--- config.mk ---
export PLATFORM = sky130hd
export DESIGN_NAME = led_display_driver
export DESIGN_NICKNAME = d
export VERILOG_FILES = /design/src/rtl/led_display_driver_pkg.sv /design/src/rtl/led_display_driver_hex_to_7seg.sv /design/src/rtl/led_display_driver.sv
export SDC_FILE = /design/constraint.sdc
export NUM_CORES = 1
export LEC_CHECK = 0
export ABC_CLOCK_PERIOD_IN_PS = 3880
export BUFFER_PORTS_ARGS = -buffer_cell sky130_fd_sc_hd__buf_2
export CAP_MARGIN = 10
export CORE_AREA = 2 2 65 67
export CTS_CLUSTER_DIAMETER = 150
export DETAILED_ROUTE_END_ITERATION = 7
export DIE_AREA = 0 0 67 69
export PLACE_DENSITY = 0.74
export SKIP_CTS_REPAIR_TIMING = 1
export SYNTH_ARGS = -nofsm -noshare
export SYNTH_HDL_FRONTEND = slang
export SYNTH_HIERARCHICAL = 1
export SYNTH_SLANG_ARGS = --single-unit
--- constraint.sdc ---
create_clock -name clk -period 3.88 [get_ports clk]
set_input_delay 0.388 -clock clk [delete_from_list [all_inputs] [get_ports clk]]
set_output_delay 0.388 -clock clk [all_outputs]
set_load 0.005 [all_outputs]
--- src/rtl/led_display_driver_pkg.sv ---
// Shared constants for the multiplexed 7-segment display driver:
// digit count, blank/idle output values and the hex-to-segment table.
package led_display_driver_pkg;

  localparam int NUM_DIGITS = 6;

  localparam logic [7:0] SEG_BLANK = 8'hFF;
  localparam logic [5:0] EN_NONE   = 6'h3F;

  // Active-low a..g in bits 0..6, dp (bit 7) held off; entry 0 in the low byte.
  localparam logic [16*8-1:0] HEX_SEG_TABLE = {
    8'h8E, 8'h86, 8'hA1, 8'hC6, 8'h83, 8'h88, 8'h90, 8'h80,
    8'hF8, 8'h82, 8'h92, 8'h99, 8'hB0, 8'hA4, 8'hF9, 8'hC0
  };

  function automatic logic [7:0] hex_seg(input logic [3:0] hex);
    return HEX_SEG_TABLE[{hex, 3'b000} +: 8];
  endfunction

endpackage

--- src/rtl/led_display_driver_hex_to_7seg.sv ---
// Combinational hex digit to active-low 7-segment pattern (dp off).
module hex_to_7seg
  import led_display_driver_pkg::*;
(
  input  logic [3:0] hex_i,
  output logic [7:0] seg_o
);

  always_comb begin
    seg_o = hex_seg(hex_i);
  end

endmodule

--- src/rtl/led_display_driver.sv ---
// Six-digit time-multiplexed 7-segment driver: each digit owns a slot of
// DIGIT_CYCLES clocks; segments and digit select are registered together.
module led_display_driver
  import led_display_driver_pkg::*;
#(
  parameter int CLK_RATE_HZ  = 100_000_000,
  parameter int SCAN_RATE_HZ = 1000
) (
  input  logic        clk,
  input  logic        reset,
  input  logic [23:0] data,
  input  logic [5:0]  digit_enable_mask,
  output logic [7:0]  display_led_segments,
  output logic [5:0]  display_led_enable_mask
);

  localparam int RATIO        = CLK_RATE_HZ / SCAN_RATE_HZ;
  localparam int DIGIT_CYCLES = (RATIO > 1) ? RATIO : 1;
  localparam int CNT_W        = (DIGIT_CYCLES > 1) ? $clog2(DIGIT_CYCLES) : 1;
  localparam logic [CNT_W-1:0] CNT_LAST = CNT_W'(DIGIT_CYCLES - 1);
  localparam logic [2:0]       DIGIT_LAST = 3'(NUM_DIGITS - 1);

  logic [CNT_W-1:0] cnt_q, cnt_d;
  logic [2:0]       digit_q, digit_d;
  logic [7:0]       seg_q, seg_d;
  logic [5:0]       en_q, en_d;

  logic [3:0]       cur_hex;
  logic [7:0]       cur_seg;

  always_comb begin
    cur_hex = data[3:0];
    case (digit_q)
      3'd0:    cur_hex = data[3:0];
      3'd1:    cur_hex = data[7:4];
      3'd2:    cur_hex = data[11:8];
      3'd3:    cur_hex = data[15:12];
      3'd4:    cur_hex = data[19:16];
      3'd5:    cur_hex = data[23:20];
      default: cur_hex = data[3:0];
    endcase
  end

  hex_to_7seg u_hex_to_7seg (
    .hex_i (cur_hex),
    .seg_o (cur_seg)
  );

  // Outputs are computed from the slot index before it advances, so the
  // select and its pattern always change on the same edge.
  always_comb begin
    cnt_d   = cnt_q + CNT_W'(1);
    digit_d = digit_q;
    if (cnt_q == CNT_LAST) begin
      cnt_d   = '0;
      digit_d = (digit_q == DIGIT_LAST) ? 3'd0 : digit_q + 3'd1;
    end
    if (digit_enable_mask[digit_q]) begin
      seg_d = cur_seg;
      en_d  = EN_NONE & ~(6'd1 << digit_q);
    end else begin
      seg_d = SEG_BLANK;
      en_d  = EN_NONE;
    end
  end

  always_ff @(posedge clk) begin
    if (reset) begin
      cnt_q   <= '0;
      digit_q <= 3'd0;
      seg_q   <= SEG_BLANK;
      en_q    <= EN_NONE;
    end else begin
      cnt_q   <= cnt_d;
      digit_q <= digit_d;
      seg_q   <= seg_d;
      en_q    <= en_d;
    end
  end

  assign display_led_segments    = seg_q;
  assign display_led_enable_mask = en_q;

endmodule

Word level (Yosys, flattened, before mapping)
Index checks and enable logic that the tools add are counted.

cells by class
  order comparisons = 1
  equal/unequal tests = 6
  add/sub/neg operators = 2
  mux-type cells = 4
  shift operators = 2
  reduce and logical (&&, ||, !) cells = 2
  bitwise logic cells = 2

operators with widths
  operator                    count
  $shiftx A128 B8 Y8 const A  1
  $pmux W4 S5                 1
  $add A17 B1 Y17 const B     1
  $eq A17 B17 Y1 const B      1
  $eq A3 B2 Y1 const B        2
  $eq A3 B3 Y1 const B        2
  $not A6 Y6                  1
  $shl A1 B3 Y6 const A       1
  $lt A3 B4 Y1 const B        1
  $reduce_or A2 Y1            2
  $add A3 B1 Y3 const B       1
  $bmux W1 S3                 1
  $eq A3 B1 Y1 const B        1
  $mux W3                     1
  $mux W1                     1
  $not A1 Y1                  1

storage, ports and cells
  register bits after elaboration = 34
  input bits = 32
  output and inout bits = 14
  word-level logic and storage cells = 23

Longest topological paths before layout
Gate-level depths: netlist of the first run.

  depth in word-level cells = 4
  depth in mapped cells = 16
  gate-level depth less buffers = 13

Modules after synthesis
The synthesis of the first run kept the hierarchy.

modules (own cells, without submodules)
  module              instances  area each (um2)  cells each  seq. area each (um2)
  led_display_driver  1          1652.8           189         680.7
  hex_to_7seg         1          264.0            38          0.0

Worst setup path after synthesis of the first run
OpenSTA, ideal clock, no wires.

  kind = register -> register
  from = register digit_q[0]
  to = register seg_q[3], in the netlist display_led_segments[3]
  data arrival time = 2.857 ns
  required time = 3.757 ns
  stages on the path, launching flop included = 17
  setup slack = 0.900 ns
  clock period less this slack = 2.980 ns
  cell sequence = dfxtp_1 buf_4 clkbuf_8 inv_1 nor2_1 ha_1 clkbuf_1 nor2b_1 a21oi_1 a21o_1 a21oi_1 inv_1 ha_1 nand2_1 a21oi_1 a31oi_1 or2_2

RTL lines
  item                                  RTL line                      text
  start: declaration                    led_display_driver.sv:24      logic [2:0] digit_q, digit_d;
  start signal: assignment              led_display_driver.sv:75      digit_q <= digit_d;
  $eq A3 B3 Y1 (tied with other cells)  led_display_driver.sv:33      case (digit_q)
  $pmux W4 S5 *                         led_display_driver.sv:33
  net cur_hex[0]                        led_display_driver.sv:28      logic [3:0] cur_hex;
  $shiftx A128 B8 Y8 *                  led_display_driver_pkg.sv:17  return HEX_SEG_TABLE[{hex, 3'b000} +: 8];
  net cur_seg[3]                        led_display_driver.sv:29      logic [7:0] cur_seg;
  end signal: assignment                led_display_driver.sv:76      seg_q <= seg_d;
  end: declaration                      led_display_driver.sv:25      logic [7:0] seg_q, seg_d;

The timed path passes the listed nets; every way through them passes the cells marked *. The select of a mux whose other input is x is not followed.
A chain may end at the register's enable or synchronous reset.

Final worst setup path of the first run
Ends and elaborated chain as after synthesis.

==> flow_metrics.py, run 1 <==
metrics = {
    "worst_setup_path": {
        "arrival_ns": 3.45,
        "worst-path-buf-inv": 2,
        "worstPathMaxFanout": 16,
        "crit_chain": "inv_1 > nor2_1 > ha_1 > nor2b_1 > a21oi_1 > a21o_1 > a21oi_1 > inv_1 > ha_1 > nand2_1 > a21oi_1 > a31oi_1 > or2_2",
        "start_kind": "flop",
        "crit_path_top_delay_cell": "dfxtp_1",
        "r2r_cells": 13,
        "reg2reg_setup_slack_ns": 0.60,
        "cpMostUsedCell": "a21oi_1",
        "rr_startpoint": "digit_q[0]",
        "crit_path_end_kind": "flop",
        "rr_endpoint": "display_led_segments[3]",
        "worstSetupStartpoint": "digit_q[0]",
        "slowest_delay_ns": 0.47,
        "crit_family": "compound AO/OA/AOI/OAI gates",
        "required_ns": 4.05,
        "crit_type": "flop to flop",
    },
    "floorplanning": {
        "boundaryPins": 46,
        "fp-row-count": 23,
        "coreArea_sq_um": 3910,
        "initial_core_util": 0.490,
        "design.die.area_sq_um": 4620,
        "die_h_microns": 69,
        "die_width_microns": 67,
    },
    "hold_path": {
        "hold_class": "input port to flop",
        "min_from": "reset",
        "min_path_cells": 2,
        "min_to": "digit_q[2]",
    },
    "synthesis": {
        "yosysSeqAreaShare": 0.355,
        "synthAdderAreaFrac": 0.0587,
        "synth_edf_count": 0,
        "ys.flop_type": "dfxtp_1",
        "synthSimpleGateAreaFrac": 0.262,
        "ys_async_sr_fraction": 0,
        "syn_area_sq_um": 1920,
        "ys_types": 52,
        "ys_ff_latch": 34,
        "synth-xor-area-share": 0.0640,
        "muxShareOfSynthArea": 0.0398,
        "ys_warn_count": 6,
        "synth_top_family_by_area": "simple AND/OR/NAND/NOR gates",
        "avgSynthCellArea_sq_um": 8.44,
        "syn_inst": 227,
        "synth_top_area_frac": 0.355,
        "synth_compound_area_frac": 0.157,
        "synth_area_leaders": "dfxtp_1, ha_1, nor2_1, xnor2_1, a21oi_1",
        "syn_nets": 268,
        "netlist_top_cells_count": "dfxtp_1, nor2_1, nand2_1, a21oi_1, nand3_1",
        "synth_most_common_cell": "dfxtp_1",
        "synth_top_cell_by_area": "dfxtp_1",
    },
    "final_layout": {
        "fin_util": 0.567,
        "num_antenna_cells": 0,
        "syn_to_final_growth_pct": 15.7,
        "nNetsFinal": 309,
        "final_area_sq_um": 2220,
        "final_cells": 318,
        "multiInputGateArea_sq_um": 1120,
        "drive_above_1_share": 0.265,
        "ff_latch_area_sq_um": 681,
        "num-fill-cells": 387,
    },
    "detailed_routing": {
        "ant_nets": 0,
        "wl_per_cell_microns": 13.2,
        "routed_wl_microns": 4200,
        "firstDrtPassIters": 7,
        "post-route-drc-count": 0,
        "vias": 1726,
        "drt_iter0_markers": 133,
        "avgViaCountPerCell": 5.43,
    },
    "timing": {
        "fin_worst_skew_ns": 0.00930,
        "hold_viol": 0,
        "setup_viol": 0,
        "finalCritPeriodShare": 0.845,
        "setup_tns_ns": 0,
        "rsz0062_at_grt": "no",
        "min_period_ns": 3.28,
        "drv_slew": 0,
        "worstMarginPinSlew_ns": 0.691,
        "relSlewSlack": 0.539,
        "fmax_mhz": 305,
    },
    "pwr": {
        "vdd_drop_max_v": 0.000191,
        "powerDensity_nw_per_um2": 300,
        "leakage_nw": 0.846,
    },
    "placement": {
        "placed_area_sq_um": 2140,
        "dp_hpwl_microns": 3060,
        "portBuffers": 45,
        "placed_cells": 311,
        "routabilityCongestion": 0.852,
    },
    "global_route": {
        "grt.total_usage": 0.186,
        "overflow": 0,
        "grt_max_degree": 21,
        "grt_pass1_vias": 1535,
        "grt_pass1_wl_microns": 6700,
        "antenna_found_initial": 0,
    },
    "clock_network": {
        "clk_pin_slew_ns": 0.07,
        "cts_buffer_depth": 2,
        "cts_buffers": 5,
        "clk_latency_ns": 0.28,
        "cts_tree": "done",
        "clkSinkCount": 34,
        "cts.root.buffer_cell": "clkbuf_8",
        "h-tree-depth": 2,
    },
    "flow_run": {
        "drv_cap": 0,
    },
    "run_status": {
        "status": "finished clean",
    },
}
-- cell usage in the layout (no fill, tap or decap), types with 4 or more instances in the layout --
| cell | n |
|---|---|
| a21oi_1 | 13 |
| buf_2 | 45 |
| clkbuf_8 | 5 |
| dfxtp_1 | 34 |
| ha_1 | 9 |
| inv_1 | 10 |
| nand2_1 | 16 |
| nand3_1 | 11 |
| nand4_1 | 6 |
| nor2_1 | 24 |
| nor3_1 | 5 |
| nor4_1 | 4 |
| o21ai_0 | 9 |
| or2_2 | 10 |
| xnor2_1 | 10 |
| xor2_1 | 4 |
-- flip-flops by register name (all words and copies together) (netlist names) --
| signal | count |
|---|---|
| display_led_enable_mask | 6 |
| digit_q | 3 |
| display_led_segments | 8 |
| cnt_q | 17 |
-- stage by stage --
| step | power [mW] | hold slack, ns | setup WS, ns |
|---|---|---|---|
| global placement | 0.433 | 0.458 | 0.796 |
| finish | 0.666 | 0.351 | 0.600 |
| CTS | 0.676 | 0.344 | 0.636 |
| global route | 0.697 | 0.360 | 0.334 |
| floorplan | 0.407 | 0.437 | 0.900 |
| detailed placement | 0.434 | 0.473 | 0.662 |
-- worst register-to-register path, delay by kind of cell, from the launching register on --
kind                     cells  cell delay [ns]
AO/OA/AOI/OAI                5             0.86
adder cells (fa/ha/maj)      2             0.62
buffers and inverters        2             0.39
flip-flops                   1             0.47
AND/OR/NAND/NOR              4             0.81
-- kinds of logic (layout without fill, tap and decap cells) --
kind of cell | count (synthesis) | count (layout)
simple gates | 95 | 95
compound gates | 46 | 46
flops | 34 | 34
buf+inv | 23 | 64
xor+xnor | 14 | 14
fa+ha+maj | 9 | 9
mux | 5 | 5
other cells | 1 | 1
-- layer usage --
| layer | track usage | wire (microns) | vias up |
|---|---|---|---|
| li1 | - | - | 886 |
| met1 | 0.221 | 1790 | 762 |
| met2 | 0.309 | 2060 | 70 |
| met3 | 0.0375 | 287 | 8 |
| met4 | 0.0907 | 59 | 0 |
| met5 | 0 | 0 | - |
-- cell type report --
type,instances,share of cell area
Sequential cell,34,0.307
Tap cell,50,0.0282
Multi-Input combinational cell,170,0.504
Inverter,10,0.0169
Timing Repair Buffer,47,0.108
Clock buffer,5,0.0310
Clock inverter,2,0.00451
-- worst max-delay path by stage --
stage	to	slack, ns	cells past startpoint
3_5_place_dp	display_led_segments[3]	0.66	13
2_1_floorplan	display_led_segments[3]	0.90	16
5_1_grt	display_led_segments[3]	0.33	13
3_3_place_gp	display_led_segments[3]	0.80	13
6_report	display_led_segments[3]	0.60	13
4_1_cts	display_led_segments[3]	0.64	13
-- report_power, final --
group | leakage [nW] | internal [mW] | switching (mW) | total (mW)
Clock | 0.0438 | 0.120 | 0.120 | 0.240
Combinational | 0.526 | 0.0330 | 0.0325 | 0.0655
Sequential | 0.277 | 0.357 | 0.00401 | 0.361
(Power assumes the default switching activity.)
==> inputs of run 2 (changes only) <==
ABC_CLOCK_PERIOD_IN_PS = 3190   (was 3880)
clock period = 3.19 ns   (was 3.88 ns; I/O delays follow)
==> flow_metrics.py, run 2 (synthesized netlist as in run 1, its figures left out) <==
metrics = {
    "worst_setup_path": {
        "crit_path_top_delay_cell": "a31oi_1",
        "cpMostUsedCell": "inv_1",
        "worstPathMaxFanout": 11,
        "slowest_delay_ns": 0.37,
        "crit_path_end_kind": "flop",
        "crit_chain": "inv_1 > nor2_1 > ha_1 > inv_1 > mux4_2 > nand2b_1 > a31oi_1 > inv_1 > ha_1 > or2_1 > a21oi_1 > a31oi_1 > or2_2",
        "crit_type": "flop to flop",
        "required_ns": 3.36,
        "start_kind": "flop",
        "arrival_ns": 2.95,
    },
    "placement": {
        "dp_hpwl_microns": 3000,
        "placed_area_sq_um": 2170,
        "portBuffers": 45,
        "routabilityCongestion": 0.850,
    },
    "timing": {
        "fmax_mhz": 360,
        "rsz0062_at_grt": "no",
        "setup_viol": 0,
        "relSlewSlack": 0.522,
        "worstMarginPinSlew_ns": 0.717,
        "hold_slack_ns": 0.289,
        "min_period_ns": 2.77,
        "setup_tns_ns": 0,
        "finalCritPeriodShare": 0.870,
        "hold_viol": 0,
        "fin_worst_skew_ns": 0.00950,
        "drv_slew": 0,
    },
    "final_layout": {
        "drive_above_1_share": 0.278,
        "mostFrequentLayoutCells": "buf_2, dfxtp_1, nor2_1",
        "num_antenna_cells": 0,
        "top_register": "cnt_q",
        "final_area_sq_um": 2280,
        "syn_to_final_growth_pct": 18.9,
        "layout.cells.most_common": "buf_2",
        "nNetsFinal": 313,
        "largest_reg_flops": 17,
    },
    "clock_network": {
        "cts_tree": "done",
        "clk_pin_slew_ns": 0.07,
        "clkSinkCount": 34,
        "cts_buffer_depth": 2,
        "h-tree-depth": 2,
        "clk_latency_ns": 0.28,
        "cts.root.buffer_cell": "clkbuf_8",
        "cts_buffers": 5,
    },
    "detailed_routing": {
        "post-route-drc-count": 0,
        "wl_per_cell_microns": 12.5,
        "drt_iter0_markers": 108,
        "vias": 1727,
        "routed_wl_microns": 4050,
        "avgViaCountPerCell": 5.35,
        "firstDrtPassIters": 5,
        "ant_nets": 0,
    },
    "global_route": {
        "grt.total_usage": 0.180,
        "grt_pass1_vias": 1533,
        "antenna_found_initial": 0,
        "overflow": 0,
        "grt_pass1_wl_microns": 6580,
        "grt_max_degree": 21,
    },
    "pwr": {
        "swShare": 0.218,
        "p_int_uw": 693,
        "power_switching_uw": 193,
        "p_seq_frac": 0.496,
        "p_comb_frac": 0.089,
        "leakage_nw": 0.881,
        "powerDensity_nw_per_um2": 389,
        "pwr-share-clk": 0.415,
        "vdd_drop_max_v": 0.000298,
    },
    "hold_path": {
        "hold_class": "input port to flop",
    },
    "floorplanning": {
        "coreArea_sq_um": 3910,
        "die_h_microns": 69,
        "initial_core_util": 0.490,
        "boundaryPins": 46,
        "fp-row-count": 23,
        "die_width_microns": 67,
        "design.die.area_sq_um": 4620,
    },
    "run_status": {
        "status": "finished clean",
    },
    "flow_run": {
        "drv_cap": 0,
    },
}
run 2: layout make-up:
class | count | area, sq um
Multi-Input combinational cell | 170 | 1120
Fill cell | 389 | 1630
Inverter | 10 | 37.5
Clock buffer | 8 | 110
Sequential cell | 34 | 681
Tap cell | 50 | 62.6
Timing Repair Buffer | 51 | 270
run 2: per-stage QoR:
step	power, mW	std cells	setup slack, ns	utilization
2_1_floorplan	0.495	227	0.210	-
4_1_cts	0.899	323	0.453	0.582
3_3_place_gp	0.527	315	0.578	0.554
3_5_place_dp	0.528	315	0.470	0.554
5_1_grt	0.925	323	0.111	0.582
6_report	0.886	323	0.416	0.582
run 2: path summary, 6_finish.rpt:
check             startpoint                      end  slack, ns  cells past startpoint
setup / recovery  digit_q[0]  display_led_segments[3]       0.42                     13
hold / removal         reset               digit_q[0]       0.29                      2
setup reg to reg  digit_q[0]  display_led_segments[3]       0.42                     13
hold reg to reg     cnt_q[0]                 cnt_q[0]       0.48                      1
run 2: per-layer routing:
| metal | track usage | part of all wire | routed length, microns | vias to the layer above |
|---|---|---|---|---|
| met5 | 0 | 0 | 0 | - |
| met4 | 0.0544 | 0.0054 | 22 | 0 |
| met3 | 0.0457 | 0.061 | 247 | 2 |
| met2 | 0.319 | 0.50 | 2030 | 44 |
| met1 | 0.207 | 0.43 | 1760 | 787 |
| li1 | - | - | - | 894 |
run 2: power by group through the flow:
| stage | clock network, mW | registers (mW) | logic [mW] |
|---|---|---|---|
| floorplan | 0 | 0.449 | 0.0454 |
| global placement | 0 | 0.449 | 0.0788 |
| detailed placement | 0 | 0.449 | 0.0793 |
| CTS | 0.380 | 0.439 | 0.0797 |
| global route | 0.396 | 0.440 | 0.0888 |
| finish | 0.368 | 0.439 | 0.0787 |
run 2: critical path: cells and delay by family (launching register included):
family	cells	cell delay [ns]
flops	1	0.31
mux	1	0.23
simple gates	4	0.64
buf+inv	3	0.41
fa+ha+maj	2	0.52
compound gates	3	0.55
